`config.mk`:
```
export PLATFORM = sky130hd
export DESIGN_NAME = fetch_queue
export DESIGN_NICKNAME = d
export VERILOG_FILES = /design/src/rtl/fetch_pkg.sv /design/src/rtl/adder.sv /design/src/rtl/fetch_fifo.sv /design/src/rtl/mux2.sv /design/src/rtl/fetch_queue.sv
export SDC_FILE = /design/constraint.sdc
export NUM_CORES = 1
export LEC_CHECK = 0
export CAP_MARGIN = 20
export CORE_MARGIN = 2
export CORE_UTILIZATION = 50
export DETAILED_ROUTE_END_ITERATION = 16
export HOLD_SLACK_MARGIN = 0.05
export PLACE_DENSITY = 0.77
export SYNTH_ARGS = -nofsm -noshare
export SYNTH_HDL_FRONTEND = slang
export SYNTH_SLANG_ARGS = --single-unit
```
`constraint.sdc`:
```
create_clock -name clk -period 9.4 [get_ports clk]
set_input_delay 1.88 -clock clk [delete_from_list [all_inputs] [get_ports clk]]
set_output_delay 1.88 -clock clk [all_outputs]
set_load 0.005 [all_outputs]
```
`src/rtl/fetch_pkg.sv`:
```
// Shared types for the fetch queue: FSM state encoding and the buffered {pc, instr} entry.
// Default widths below match the 64-bit PC / 32-bit instruction configuration.
package fetch_pkg;
    localparam int FETCH_N  = 64;
    localparam int FETCH_IW = 32;

    typedef enum logic [1:0] {
        IDLE = 2'd0,
        REQ  = 2'd1,
        WAIT = 2'd2
    } fetch_state_t;

    typedef struct packed {
        logic [FETCH_N-1:0]  pc;
        logic [FETCH_IW-1:0] instr;
    } fetch_entry_t;
endpackage

```
`src/rtl/adder.sv`:
```
// Plain W-bit adder; the carry out is dropped so the PC wraps modulo 2^W.
module adder #(
    parameter int W = 64
) (
    input  logic [W-1:0] a,
    input  logic [W-1:0] b,
    output logic [W-1:0] y
);
    assign y = a + b;
endmodule

```
`src/rtl/fetch_fifo.sv`:
```
// Circular-buffer FIFO with wrap-around pointers, flush, and occupancy count.
// DEPTH must be a power of two so the pointers wrap by natural overflow.
module fetch_fifo #(
    parameter int DEPTH = 4,
    parameter int W     = 96
) (
    input  logic                       clk,
    input  logic                       reset,
    input  logic                       push,
    input  logic                       pop,
    input  logic                       flush,
    input  logic [W-1:0]               wdata,
    output logic [W-1:0]               rdata,
    output logic                       full,
    output logic                       empty,
    output logic [$clog2(DEPTH+1)-1:0] count
);
    localparam int AW = $clog2(DEPTH);
    localparam int CW = $clog2(DEPTH+1);

    logic [W-1:0]  mem [DEPTH];
    logic [AW-1:0] wr_ptr_reg, rd_ptr_reg;
    logic [CW-1:0] count_reg;
    logic          do_push, do_pop;

    assign full    = (count_reg == CW'(DEPTH));
    assign empty   = (count_reg == '0);
    assign do_pop  = pop && !empty && !flush;
    // A push into a full queue is only legal when the head leaves in the same cycle.
    assign do_push = push && !flush && (!full || do_pop);
    assign rdata   = mem[rd_ptr_reg];
    assign count   = count_reg;

    always_ff @(posedge clk) begin
        if (do_push) begin
            mem[wr_ptr_reg] <= wdata;
        end
    end

    always_ff @(posedge clk) begin
        if (!reset || flush) begin
            wr_ptr_reg <= '0;
            rd_ptr_reg <= '0;
            count_reg  <= '0;
        end else begin
            if (do_push) begin
                wr_ptr_reg <= wr_ptr_reg + AW'(1);
            end
            if (do_pop) begin
                rd_ptr_reg <= rd_ptr_reg + AW'(1);
            end
            count_reg <= count_reg + CW'(do_push) - CW'(do_pop);
        end
    end
endmodule

```
`src/rtl/mux2.sv`:
```
// Two-input W-bit multiplexer: s=0 selects d0, s=1 selects d1.
module mux2 #(
    parameter int W = 64
) (
    input  logic [W-1:0] d0,
    input  logic [W-1:0] d1,
    input  logic         s,
    output logic [W-1:0] y
);
    assign y = s ? d1 : d0;
endmodule

```
`src/rtl/fetch_queue.sv`:
```
// Fetch stage with a single-outstanding request to a variable-latency instruction
// memory and a DEPTH-entry {pc, instr} queue drained by decode.
module fetch_queue
    import fetch_pkg::*;
#(
    parameter int           N        = FETCH_N,
    parameter int           IW       = FETCH_IW,
    parameter int           DEPTH    = 4,
    parameter logic [N-1:0] RESET_PC = '0,
    parameter logic [N-1:0] PC_STEP  = N'(4)
) (
    input  logic                       clk,
    input  logic                       reset,
    input  logic                       PCSrc_F,
    input  logic [N-1:0]               PCBranch_F,
    output logic                       imem_req_valid,
    input  logic                       imem_req_ready,
    output logic [N-1:0]               imem_addr_F,
    input  logic                       imem_rsp_valid,
    input  logic [IW-1:0]              imem_rsp_data,
    output logic                       instr_valid_D,
    input  logic                       instr_ready_D,
    output logic [IW-1:0]              instr_D,
    output logic [N-1:0]               pc_D,
    output logic [$clog2(DEPTH+1)-1:0] queue_count
);
    localparam int CW = $clog2(DEPTH+1);

    fetch_state_t  state_reg, state_next;
    logic [N-1:0]  pc_reg, pc_next, pc_plus, pc_seq;
    logic [N-1:0]  addr_reg, addr_next;
    logic          stale_reg, stale_next;
    logic          req_accept, rsp_take, push, pop_eff, advance, space;
    logic          fifo_empty, fifo_full;
    logic [CW-1:0] count_next;
    logic [N+IW-1:0] fifo_rdata;

    assign req_accept = (state_reg == REQ) && imem_req_ready;
    assign rsp_take   = (state_reg == WAIT) && imem_rsp_valid;
    assign push       = rsp_take && !stale_reg && !PCSrc_F;
    assign pop_eff    = instr_ready_D && !fifo_empty;
    assign count_next = PCSrc_F ? '0 : (queue_count + CW'(push) - CW'(pop_eff));
    // Occupancy can only drop while a request is outstanding, so a slot
    // reserved here is still free when the response lands.
    assign space      = (count_next < CW'(DEPTH));
    // A request accepted after a redirect carries the old address; the PC must stay on target.
    assign advance    = req_accept && !stale_reg;

    adder #(.W(N)) u_pc_adder (
        .a (pc_reg),
        .b (PC_STEP),
        .y (pc_plus)
    );

    mux2 #(.W(N)) u_seq_mux (
        .d0 (pc_reg),
        .d1 (pc_plus),
        .s  (advance),
        .y  (pc_seq)
    );

    mux2 #(.W(N)) u_redirect_mux (
        .d0 (pc_seq),
        .d1 (PCBranch_F),
        .s  (PCSrc_F),
        .y  (pc_next)
    );

    always_comb begin
        state_next = state_reg;
        stale_next = stale_reg;
        addr_next  = addr_reg;
        unique case (state_reg)
            IDLE: begin
                if (space) begin
                    state_next = REQ;
                end
            end
            REQ: begin
                if (imem_req_ready) begin
                    state_next = WAIT;
                end
            end
            WAIT: begin
                if (imem_rsp_valid) begin
                    state_next = space ? REQ : IDLE;
                end
            end
            default: state_next = IDLE;
        endcase

        if (rsp_take) begin
            stale_next = 1'b0;
        end else if (PCSrc_F && (state_reg != IDLE)) begin
            stale_next = 1'b1;
        end

        // The presented address is frozen from entry into REQ until the response returns.
        if ((state_reg == IDLE) || rsp_take) begin
            addr_next = pc_next;
        end
    end

    always_ff @(posedge clk) begin
        if (!reset) begin
            state_reg <= IDLE;
            pc_reg    <= RESET_PC;
            addr_reg  <= RESET_PC;
            stale_reg <= 1'b0;
        end else begin
            state_reg <= state_next;
            pc_reg    <= pc_next;
            addr_reg  <= addr_next;
            stale_reg <= stale_next;
        end
    end

    fetch_fifo #(.DEPTH(DEPTH), .W(N+IW)) u_fifo (
        .clk   (clk),
        .reset (reset),
        .push  (push),
        .pop   (instr_ready_D),
        .flush (PCSrc_F),
        .wdata ({addr_reg, imem_rsp_data}),
        .rdata (fifo_rdata),
        .full  (fifo_full),
        .empty (fifo_empty),
        .count (queue_count)
    );

    assign imem_req_valid = (state_reg == REQ);
    assign imem_addr_F    = addr_reg;
    assign instr_valid_D  = !fifo_empty;
    assign pc_D           = fifo_rdata[N+IW-1:IW];
    assign instr_D        = fifo_rdata[IW-1:0];

    no_overflow: assert property (@(posedge clk) disable iff (!reset)
        !(push && fifo_full && !pop_eff));
endmodule

```
Yosys cells after proc, flatten, opt, wreduce, memory -nomap -nowiden. Memories as Yosys holds them, arrays and structs flattened. A register that Yosys moved wholly into a read port is not among the register bits. Index checks and enable logic that the tools add are counted.

$add $sub $neg: 7. Magnitude comparators: 1. Eq/ne operators: 6. Multiplexer cells: 12. Bitwise gates (word level): 1. Reductions and logical operators: 23.

Operator list (count): 64-bit two-way mux (2); 64-bit by 3-bit adder with 64-bit output, second input constant (1); 1-bit logical AND (10); 2-bit two-way mux (5); 3-bit by 1-bit adder with 3-bit output (2); 2-bit case mux with 3 select lines (1); 3-bit by 1-bit subtractor with 3-bit output (2); 1-bit zero test (5); 2-bit by 1-bit adder with 2-bit output, second input constant (2); 2-bit inequality test, second input constant (2); 3-bit equality test, second input constant (1); 3-bit zero test (1); 1-bit logical OR (3); 3-bit less-than comparator, second input constant (1); 1-bit two-way mux (3); 3-bit two-way mux (1); 3-bit AND reduction (1); 2-bit by 1-bit equality test with 1-bit output, second input constant (1); 2-bit equality test, second input constant (1); 2-bit zero test (1); 2-bit by 1-bit inequality test with 1-bit output, second input constant (1); 2-bit nonzero test (1); 2-bit OR reduction (1); 1-bit inverter (1).

Flip-flop bits (word level): 138. RAM bits: 384. Bits of input ports: 102. Word-level logic and storage cells: 58. Memories: 1.

Memory list: u_fifo.mem (depth 4, bits a word 96, rd ports 1, clocked after Yosys merged registers in 1, wr ports 1, line fetch_fifo.sv:21) `logic [W-1:0] mem [DEPTH];`.

Logic depth before layout (Yosys ltp). Gate-level depths: netlist (run 1).

Depth in word-level cells: 11. Gate-level depth with buffers: 10.

Modules after synthesis. A second synthesis (run 1) with hierarchy kept.

Cells, all modules: 1739. Area total of the unflattened synthesis: 24895.1 µm².

Modules (own cells, without submodules): fetch_fifo (times used 1, cells each 553, area each 14366.3 µm², seq. area each 11711.2 µm²); fetch_queue (times used 1, cells each 465, area each 4471.8 µm², seq. area each 2622.5 µm²); adder (times used 1, cells each 579, area each 3902.5 µm², seq. area each 0.0 µm²); mux2 (times used 2, cells each 71, area each 1077.3 µm², seq. area each 0.0 µm²).

Worst setup path before layout (run 1). No wires, ideal clock.

Kind: input to register. Start point: input port imem_rsp_valid. End point: memory u_fifo.mem[0][0], enable pin. Arrival time: 4949 ps. Required time: 8934 ps. Slack: 3985 ps. Stages: 5. Buffers on the path: 0. Cells stage by stage: nor2b_1 nand2_1 nor3_1 a21boi_1 and2_1.

Longest elaborated chain between the ends: 7.

Ends and longest elaborated chain: from (decl) (line fetch_queue.sv:19) `input logic imem_rsp_valid,`; 1-bit logical AND (line fetch_queue.sv:39) `assign rsp_take = (state_reg == WAIT) && imem_rsp_valid;`; 1-bit logical AND (2 in a row) (line fetch_queue.sv:40) `assign push = rsp_take && !stale_reg && !PCSrc_F;`; 1-bit logical AND (2 in a row) (line fetch_fifo.sv:30) `assign do_push = push && !flush && (!full || do_pop);`; net u_fifo.do_push (line fetch_fifo.sv:24) `logic do_push, do_pop;`; 1-bit two-way mux (line fetch_fifo.sv:35) `if (do_push) begin`; 1-bit two-way mux (not written as such) (line fetch_fifo.sv:36) `mem[wr_ptr_reg] <= wdata;`; to (decl) (line fetch_fifo.sv:21).

The timed path passes the listed nets, and every way through them passes these cells.

==> flow_summary.yaml, run 1 <==
placement:
  place_ws_ps: 4010
  place_inst: 2065
  place_area_um2: 23800
  dp_hpwl_um: 31600
  gp_congestion: 0.916
  place.port_buffers: 266
yosys:
  syn_nets: 1443
  yosys_warnings: 0
  synth-edff-count: 384
  synth_area_leaders: "edfxtp_1, dfxtp_1, mux4_2"
  synth_area_um2: 20700
  synthCells: 1331
  async_flop_share_pct: 0
  yosysTopAreaCellShare_pct: 55.8
  ys_types: 63
  synth.avg_cell_area_um2: 15.5
  synth-main-ff-cell: "edfxtp_1"
  yosysTopAreaCell: "edfxtp_1"
  yosysSeqAreaShare_pct: 69.4
  synth-seq-cells: 524
sta:
  hold_viol_final: 0
  period_share_pct: 55.6
  setup_ws_ps: 4180
  finalSetupTns_ps: 0
  tightest_slew_ps: 976
  report.final.slew_viol_count: 0
  setup_viol: 0
  slew_headroom_pct: 34.3
  layout_min_cycle_time_ps: 5220
  grt_setup_unrepaired: "false"
  max_freq_mhz: 191
  fin_skew_ps: 23.0
floorplanning:
  dieArea_um2: 43000
  ioPinCount: 267
  core_area_um2: 40800
  start_util_pct: 50.6
  die_h_um: 207
  rows: 74
  dieWidth_um: 207
final_layout:
  layout_commonest_cell: "edfxtp_1"
  layout_common_cells: "edfxtp_1, clkdlybuf4s50_1, dfxtp_1"
  drive_above_1_share_pct: 12.6
  final_core_util_pct: 62.2
  design_area_um2: 25400
  num-fill-cells: 3002
  fin_nets: 1701
  largest_reg_flops: 384
  syn2layout_area_growth_pct: 23.0
  final_cells: 2164
pwr:
  leakagePower_nw: 8.33
  p_per_area_nw_per_um2: 190
  peakVddDrop_uv: 140
grt:
  grt_overflow: 0
  grt_pass1_vias: 12581
  grt_use_total_pct: 22.5
  antenna_found_initial: 1
  grt_pass1_wl_um: 74800
  grt_max_degree: 80
routing:
  antenna_left: 0
  drt-wirelength-per-cell_um: 22.3
  drt_iter0_drc: 1012
  drt_pre_antenna_iters: 5
  wirelength_um: 48300
  vias: 12513
  drc: 0
  routed_via_density: 5.78
critical_path:
  critPathRequiredTime_ps: 7520
  crit_fanout: 46
  critPathCaptureType: "output pin"
  worstPathArrival_ps: 3340
  start_kind: "register"
  path_class: "register to output pin"
cts:
  hold_buffers: 0
  cts_buffers: 52
  cts_root_buf: "clkbuf_16"
  path_clk_slew_ps: 60
  cts_resized: 0
  htreeDepth: 2
  cts_tree: "yes"
  cts.sinks: 524
  postCtsSetupBuffers: 0
  cts_buffer_depth: 3
  clk_latency_ps: 590
outcome:
  status: "completed"
flow_run:
  cap_violations: 0
worst_hold_path:
  hp-class: "register to register"
-- worst max-delay path, cell delays in order, from the launching register on --
cell             delay (ps)
dfxtp_4                 980
buf_4                   350
buf_16                  320
mux4_2                  580
clkdlybuf4s50_1         480
-- report_power, final --
group | switching (W) | total, W | internal [W] | leakage (nW)
clock | 0.000828 | 0.00194 | 0.00112 | 0.774
combinational | 0.000125 | 0.000261 | 0.000136 | 2.89
sequential | 0.0000739 | 0.00261 | 0.00254 | 4.67
-- Yosys cell counts (4+ instances only) --
master and n:
nand2_1 74, clkbuf_1 51, a21o_1 11, buf_1 14, a21oi_1 44, xor2_1 9, and4_1 5, buf_2 4
and3_1 23, inv_1 16, nor3_1 20, a221oi_1 4, o31a_1 5, mux4_2 96, nand3_1 53, nand2b_1 10
xnor2_1 32, a31oi_1 15, and2_1 15, nor2_1 75, nor4_1 17, mux2i_1 20, nand4_1 33, a211oi_1 10
dfxtp_1 140, or4_1 6, o21a_1 5, ha_1 9, o31ai_1 17, or3_1 8, o21ai_0 60, edfxtp_1 384
-- final cells by class --
cell class	count	area (um2)	area share [%]
Sequential cell	524	14300	56.4
Inverter	18	67.6	0.266
Antenna cell	2	5.00	0.0197
Clock inverter	19	156	0.615
Clock buffer	76	1440	5.67
Timing Repair Buffer	279	2770	10.9
Tap cell	532	666	2.62
Multi-Input combinational cell	714	5970	23.5
-- path summary, 6_finish.rpt --
check                       startpoint                     endpoint  slack, ps  depth (start not counted)
max                           register                     pc_D[14]       4180                          4
min             stale_reg$_SDFFE_PP0P_       stale_reg$_SDFFE_PP0P_        480                          2
min reg2reg     stale_reg$_SDFFE_PP0P_       stale_reg$_SDFFE_PP0P_        480                          2
max reg2reg  state_reg[0]$_SDFFE_PN0P_  u_fifo.mem[1][59]$_DFFE_PP_       6010                          6
-- logic make-up (layout without fill, tap and decap cells) --
family	after synthesis	after routing	share of synthesized area (%)
compound gates	187	187	5.61
simple gates	359	359	9.32
buf+inv	93	392	1.85
fa+ha+maj	10	10	0.642
mux	117	117	11.5
other cells	0	2	0
xor+xnor	41	41	1.74
flops	524	524	69.4
-- metrics by stage --
| stage | hold WS [ps] | power [W] |
|---|---|---|
| final | 475 | 0.00482 |
| after global routing | 518 | 0.00498 |
| after CTS | 475 | 0.00486 |
| after detailed placement | 469 | 0.00292 |
| after global placement | 455 | 0.00292 |
| after floorplan | 444 | 0.00275 |
-- metal layers --
layer  vias to the layer above  track usage [%]  routed length, um
met4                         0             5.49                998
met3                        69             4.61               3420
met1                      6241             31.3              20400
met2                       482             36.5              23500
li1                       5721                -                  -
met5                         -                0                  0
No activity file was read; power rests on OpenSTA's default activity.
==> inputs of run 2 (changes only) <==
PLACE_DENSITY = 0.8   (was 0.77)
clock period = 4.7 ns   (was 9.4 ns; I/O delays follow)
==> flow_summary.yaml, run 2 (synthesis results as in run 1) <==
outcome:
  status: "completed"
final_layout:
  final_core_util_pct: 63.0
  syn2layout_area_growth_pct: 24.4
  fin_nets: 1709
  largest_reg_flops: 384
  layout_commonest_cell: "edfxtp_1"
  drive_above_1_share_pct: 13.7
  seqCellArea_um2: 14300
  num-fill-cells: 2910
  final_cells: 2172
  multi_input_area_um2: 5970
  layout_common_cells: "edfxtp_1, clkdlybuf4s50_1, dfxtp_1"
  design_area_um2: 25700
pwr:
  switchingPower_w: 0.00211
  p_per_area_nw_per_um2: 387
  switching_share_pct: 21.2
  leakagePower_nw: 8.47
  clockPowerShare_pct: 42.1
  power_frac_seq_pct: 52.5
  peakVddDrop_uv: 337
  internal-power_w: 0.00784
  power_frac_comb_pct: 5.3
flow_run:
  cap_violations: 0
sta:
  max_freq_mhz: 267
  finalSetupTns_ps: 0
  hold_viol_final: 0
  setup_viol: 0
  layout_min_cycle_time_ps: 3740
  tightest_slew_ps: 816
  grt_setup_unrepaired: "false"
  slew_headroom_pct: 45.1
  fin_skew_ps: 26.1
  whs_ps: 488
  period_share_pct: 79.6
  report.final.slew_viol_count: 0
floorplanning:
  core_area_um2: 40800
  dieWidth_um: 207
  die_h_um: 207
  dieArea_um2: 43000
  ioPinCount: 267
  start_util_pct: 50.6
  rows: 74
grt:
  grt_pass1_wl_um: 76200
  grt_pass1_vias: 12801
  grt_max_degree: 97
  antenna_found_initial: 4
  grt_overflow: 0
  grt_use_total_pct: 22.9
placement:
  gp_congestion: 0.874
  place.port_buffers: 266
  dp_hpwl_um: 32200
  place_area_um2: 24000
  place_inst: 2074
critical_path:
  crit_fanout: 26
  start_kind: "register"
  r2r_start: "state_reg[0]$_SDFFE_PN0P_"
  critPathRequiredTime_ps: 3760
  reg2regPathDepth: 6
  path_class: "register to output pin"
  worstReg2RegEnd: "pc_reg[49]$_SDFF_PN0_"
  critPathCaptureType: "output pin"
  worstPathArrival_ps: 2800
  r2r_setup_slack_ps: 1830
worst_hold_path:
  hold_depth: 2
  min-delay-start: "stale_reg$_SDFFE_PP0P_"
  min_to: "stale_reg$_SDFFE_PP0P_"
  hp-class: "register to register"
routing:
  vias: 12790
  routed_via_density: 5.89
  wirelength_um: 49400
  drt-wirelength-per-cell_um: 22.8
  drc: 0
  antenna_left: 0
  drt_pre_antenna_iters: 6
  drt_iter0_drc: 977
cts:
  path_clk_slew_ps: 60
  htreeDepth: 2
  cts_tree: "yes"
  cts.sinks: 524
  cts_resized: 0
  clk_latency_ps: 600
  cts_buffers: 52
  hold_buffers: 0
  cts_root_buf: "clkbuf_16"
  cts_buffer_depth: 3
  postCtsSetupBuffers: 0
run 2: cell type report:
cell class              count  share of cell area, %
diodes                      1                0.00973
clock buffers              71                   5.62
well taps                 532                   2.59
flip-flops and latches    524                   55.8
inverters                  18                  0.263
clock inverters            25                   1.16
multi-input cells         714                   23.2
repair buffers            287                   11.4
run 2: how the worst max path moves through the flow:
stage | endpoint | slack [ps] | depth (start not counted)
2_1_floorplan | u_fifo.mem[1][0]$_DFFE_PP_ | 230 | 5
3_3_place_gp | pc_reg[49]$_SDFF_PN0_ | 980 | 7
3_5_place_dp | pc_reg[49]$_SDFF_PN0_ | 950 | 7
4_1_cts | pc_D[28] | 870 | 3
5_1_grt | pc_D[24] | 780 | 3
6_report | pc_D[28] | 960 | 3
run 2: power groups by stage:
stage               registers (W)  logic [W]  clock network [W]
finish                    0.00523   0.000528            0.00420
floorplan                 0.00527   0.000232                  0
global placement          0.00532   0.000516                  0
global route              0.00525   0.000573            0.00445
CTS                       0.00523   0.000530            0.00428
detailed placement        0.00533   0.000526                  0
run 2: layer usage:
layer	global-route usage (%)	part of all wire, %	vias to the layer above	wire (um)
li1	-	-	5740	-
met1	31.4	42	6500	20800
met2	37.2	49	461	24000
met3	4.86	6.6	83	3280
met4	6.80	2.5	6	1250
met5	0	0.083	-	41
run 2: critical path: stages, from the launching register on:
cell and delay, ps:
dfxtp_4 580, buf_4 520, mux4_2 610, clkdlybuf4s50_1 480
run 2: stage by stage:
stage | power, W | setup WS [ps]
final | 0.00996 | 961
after floorplan | 0.00550 | 225
after global placement | 0.00584 | 978
after global routing | 0.0103 | 775
after CTS | 0.0100 | 874
after detailed placement | 0.00585 | 945
==> inputs of run 3 (changes only) <==
clock period = 3.1 ns   (was 4.7 ns; I/O delays follow)
==> flow_summary.yaml, run 3 (synthesis results as in run 1) <==
outcome:
  status: "completed"
cts:
  clk_latency_ps: 600
  cts_tree: "yes"
  htreeDepth: 2
  path_clk_slew_ps: 60
  cts_root_buf: "clkbuf_16"
  cts_buffers: 51
  cts.sinks: 524
  cts_buffer_depth: 3
pwr:
  leakagePower_nw: 8.79
  power.total_w: 0.0150
  p_per_area_nw_per_um2: 570
  peakVddDrop_uv: 415
final_layout:
  syn2layout_area_growth_pct: 27.5
  layout_commonest_cell: "edfxtp_1"
  multi_input_area_um2: 5970
  layout_common_cells: "edfxtp_1, clkdlybuf4s50_1, dfxtp_1"
  final_core_util_pct: 64.6
  largest_reg_flops: 384
  drive_above_1_share_pct: 16.3
  fin_nets: 1761
  design_area_um2: 26400
  final_cells: 2226
  num-fill-cells: 2916
  seqCellArea_um2: 14300
floorplanning:
  core_area_um2: 40800
  die_h_um: 207
  dieArea_um2: 43000
  rows: 74
  start_util_pct: 50.6
  ioPinCount: 267
  dieWidth_um: 207
placement:
  place_area_um2: 24600
  place.port_buffers: 266
  place_inst: 2123
  place_ws_ps: 2.65
  gp_congestion: 0.899
  dp_hpwl_um: 35100
routing:
  drt-wirelength-per-cell_um: 23.4
  drt_pre_antenna_iters: 5
  wirelength_um: 52000
  antenna_left: 0
  routed_via_density: 5.86
  drc: 0
  drt_iter0_drc: 1133
  vias: 13046
sta:
  hold_viol_final: 0
  grt_setup_unrepaired: "false"
  setup_ws_ps: 103
  setup_viol: 0
  layout_min_cycle_time_ps: 3000
  slew_headroom_pct: 55.5
  period_share_pct: 96.7
  tightest_slew_ps: 662
  fin_skew_ps: 26.2
  report.final.slew_viol_count: 0
  max_freq_mhz: 334
worst_hold_path:
  hp-class: "register to register"
critical_path:
  crit_fanout: 23
  critPathRequiredTime_ps: 2480
  critPathCaptureType: "output pin"
  worstPathArrival_ps: 2380
  cpPeakStageDelay_ps: 520
  timing.critical_path.cells: "buf_12 -> buf_16 -> mux4_2 -> clkdlybuf4s50_1"
  critPathSlowestCell: "mux4_2"
  path_class: "register to output pin"
  start_kind: "register"
grt:
  met1_usage_pct: 32.7
  antenna_found_initial: 5
  grt_use_met2_pct: 39.7
  grt_max_degree: 89
  grtUsageMet3_pct: 5.17
  grt_most_used_layer: "met2"
  grt_overflow: 0
  grt_pass1_wl_um: 79500
  grt_use_total_pct: 23.9
  grt_pass1_vias: 13114
flow_run:
  cap_violations: 0
==> run 3: where the power goes <==
part           total (W)  internal, W  switching, W
registers        0.00794      0.00770      0.000235
clock network    0.00627      0.00363       0.00264
logic           0.000813     0.000427      0.000386
==> run 3: worst paths after layout <==
kind | depth (start not counted) | end | start | slack (ps)
min | 2 | stale_reg$_SDFFE_PP0P_ | stale_reg$_SDFFE_PP0P_ | 510
min reg2reg | 2 | stale_reg$_SDFFE_PP0P_ | stale_reg$_SDFFE_PP0P_ | 510
max reg2reg | 7 | imem_addr_F[62]$_SDFFE_PN0P_ | pc_reg[2]$_SDFF_PN0_ | 570
max | 4 | pc_D[17] | register | 100
==> run 3: final cells by class <==
class / instances / area share [%]
Antenna cell: 2 / 0.0190
Sequential cell: 524 / 54.4
Timing Repair Buffer: 340 / 13.6
Clock buffer: 74 / 5.55
Clock inverter: 22 / 0.940
Tap cell: 532 / 2.53
Inverter: 18 / 0.256
Multi-Input combinational cell: 714 / 22.7
==> run 3: worst max-delay path: cells and delay by family, from the launching register on <==
kind,cells,cell delay [ps]
buf+inv,3,870
flops,1,390
mux,1,520
==> run 3: routing by layer <==
| layer | up-vias | part of all wire (%) |
|---|---|---|
| met5 | - | 0.052 |
| met4 | 6 | 1.9 |
| met3 | 76 | 6.7 |
| met2 | 490 | 49 |
| met1 | 6617 | 42 |
| li1 | 5857 | - |
==> run 3: what timing repair did <==
item,CTS,global route
setup endpoints to repair,41,35
setup buffers,2,2
gates resized for setup,12,0
endpoints found under the hold margin,0,0
hold buffers,0,0
cloned,0,1
==> run 3: through the flow <==
| stage | TNS [ps] | hold slack [ps] |
|---|---|---|
| after floorplan | -4650 | 444 |
| after global placement | 0 | 462 |
| after detailed placement | 0 | 492 |
| after CTS | 0 | 504 |
| after global routing | 0 | 533 |
| final | 0 | 511 |
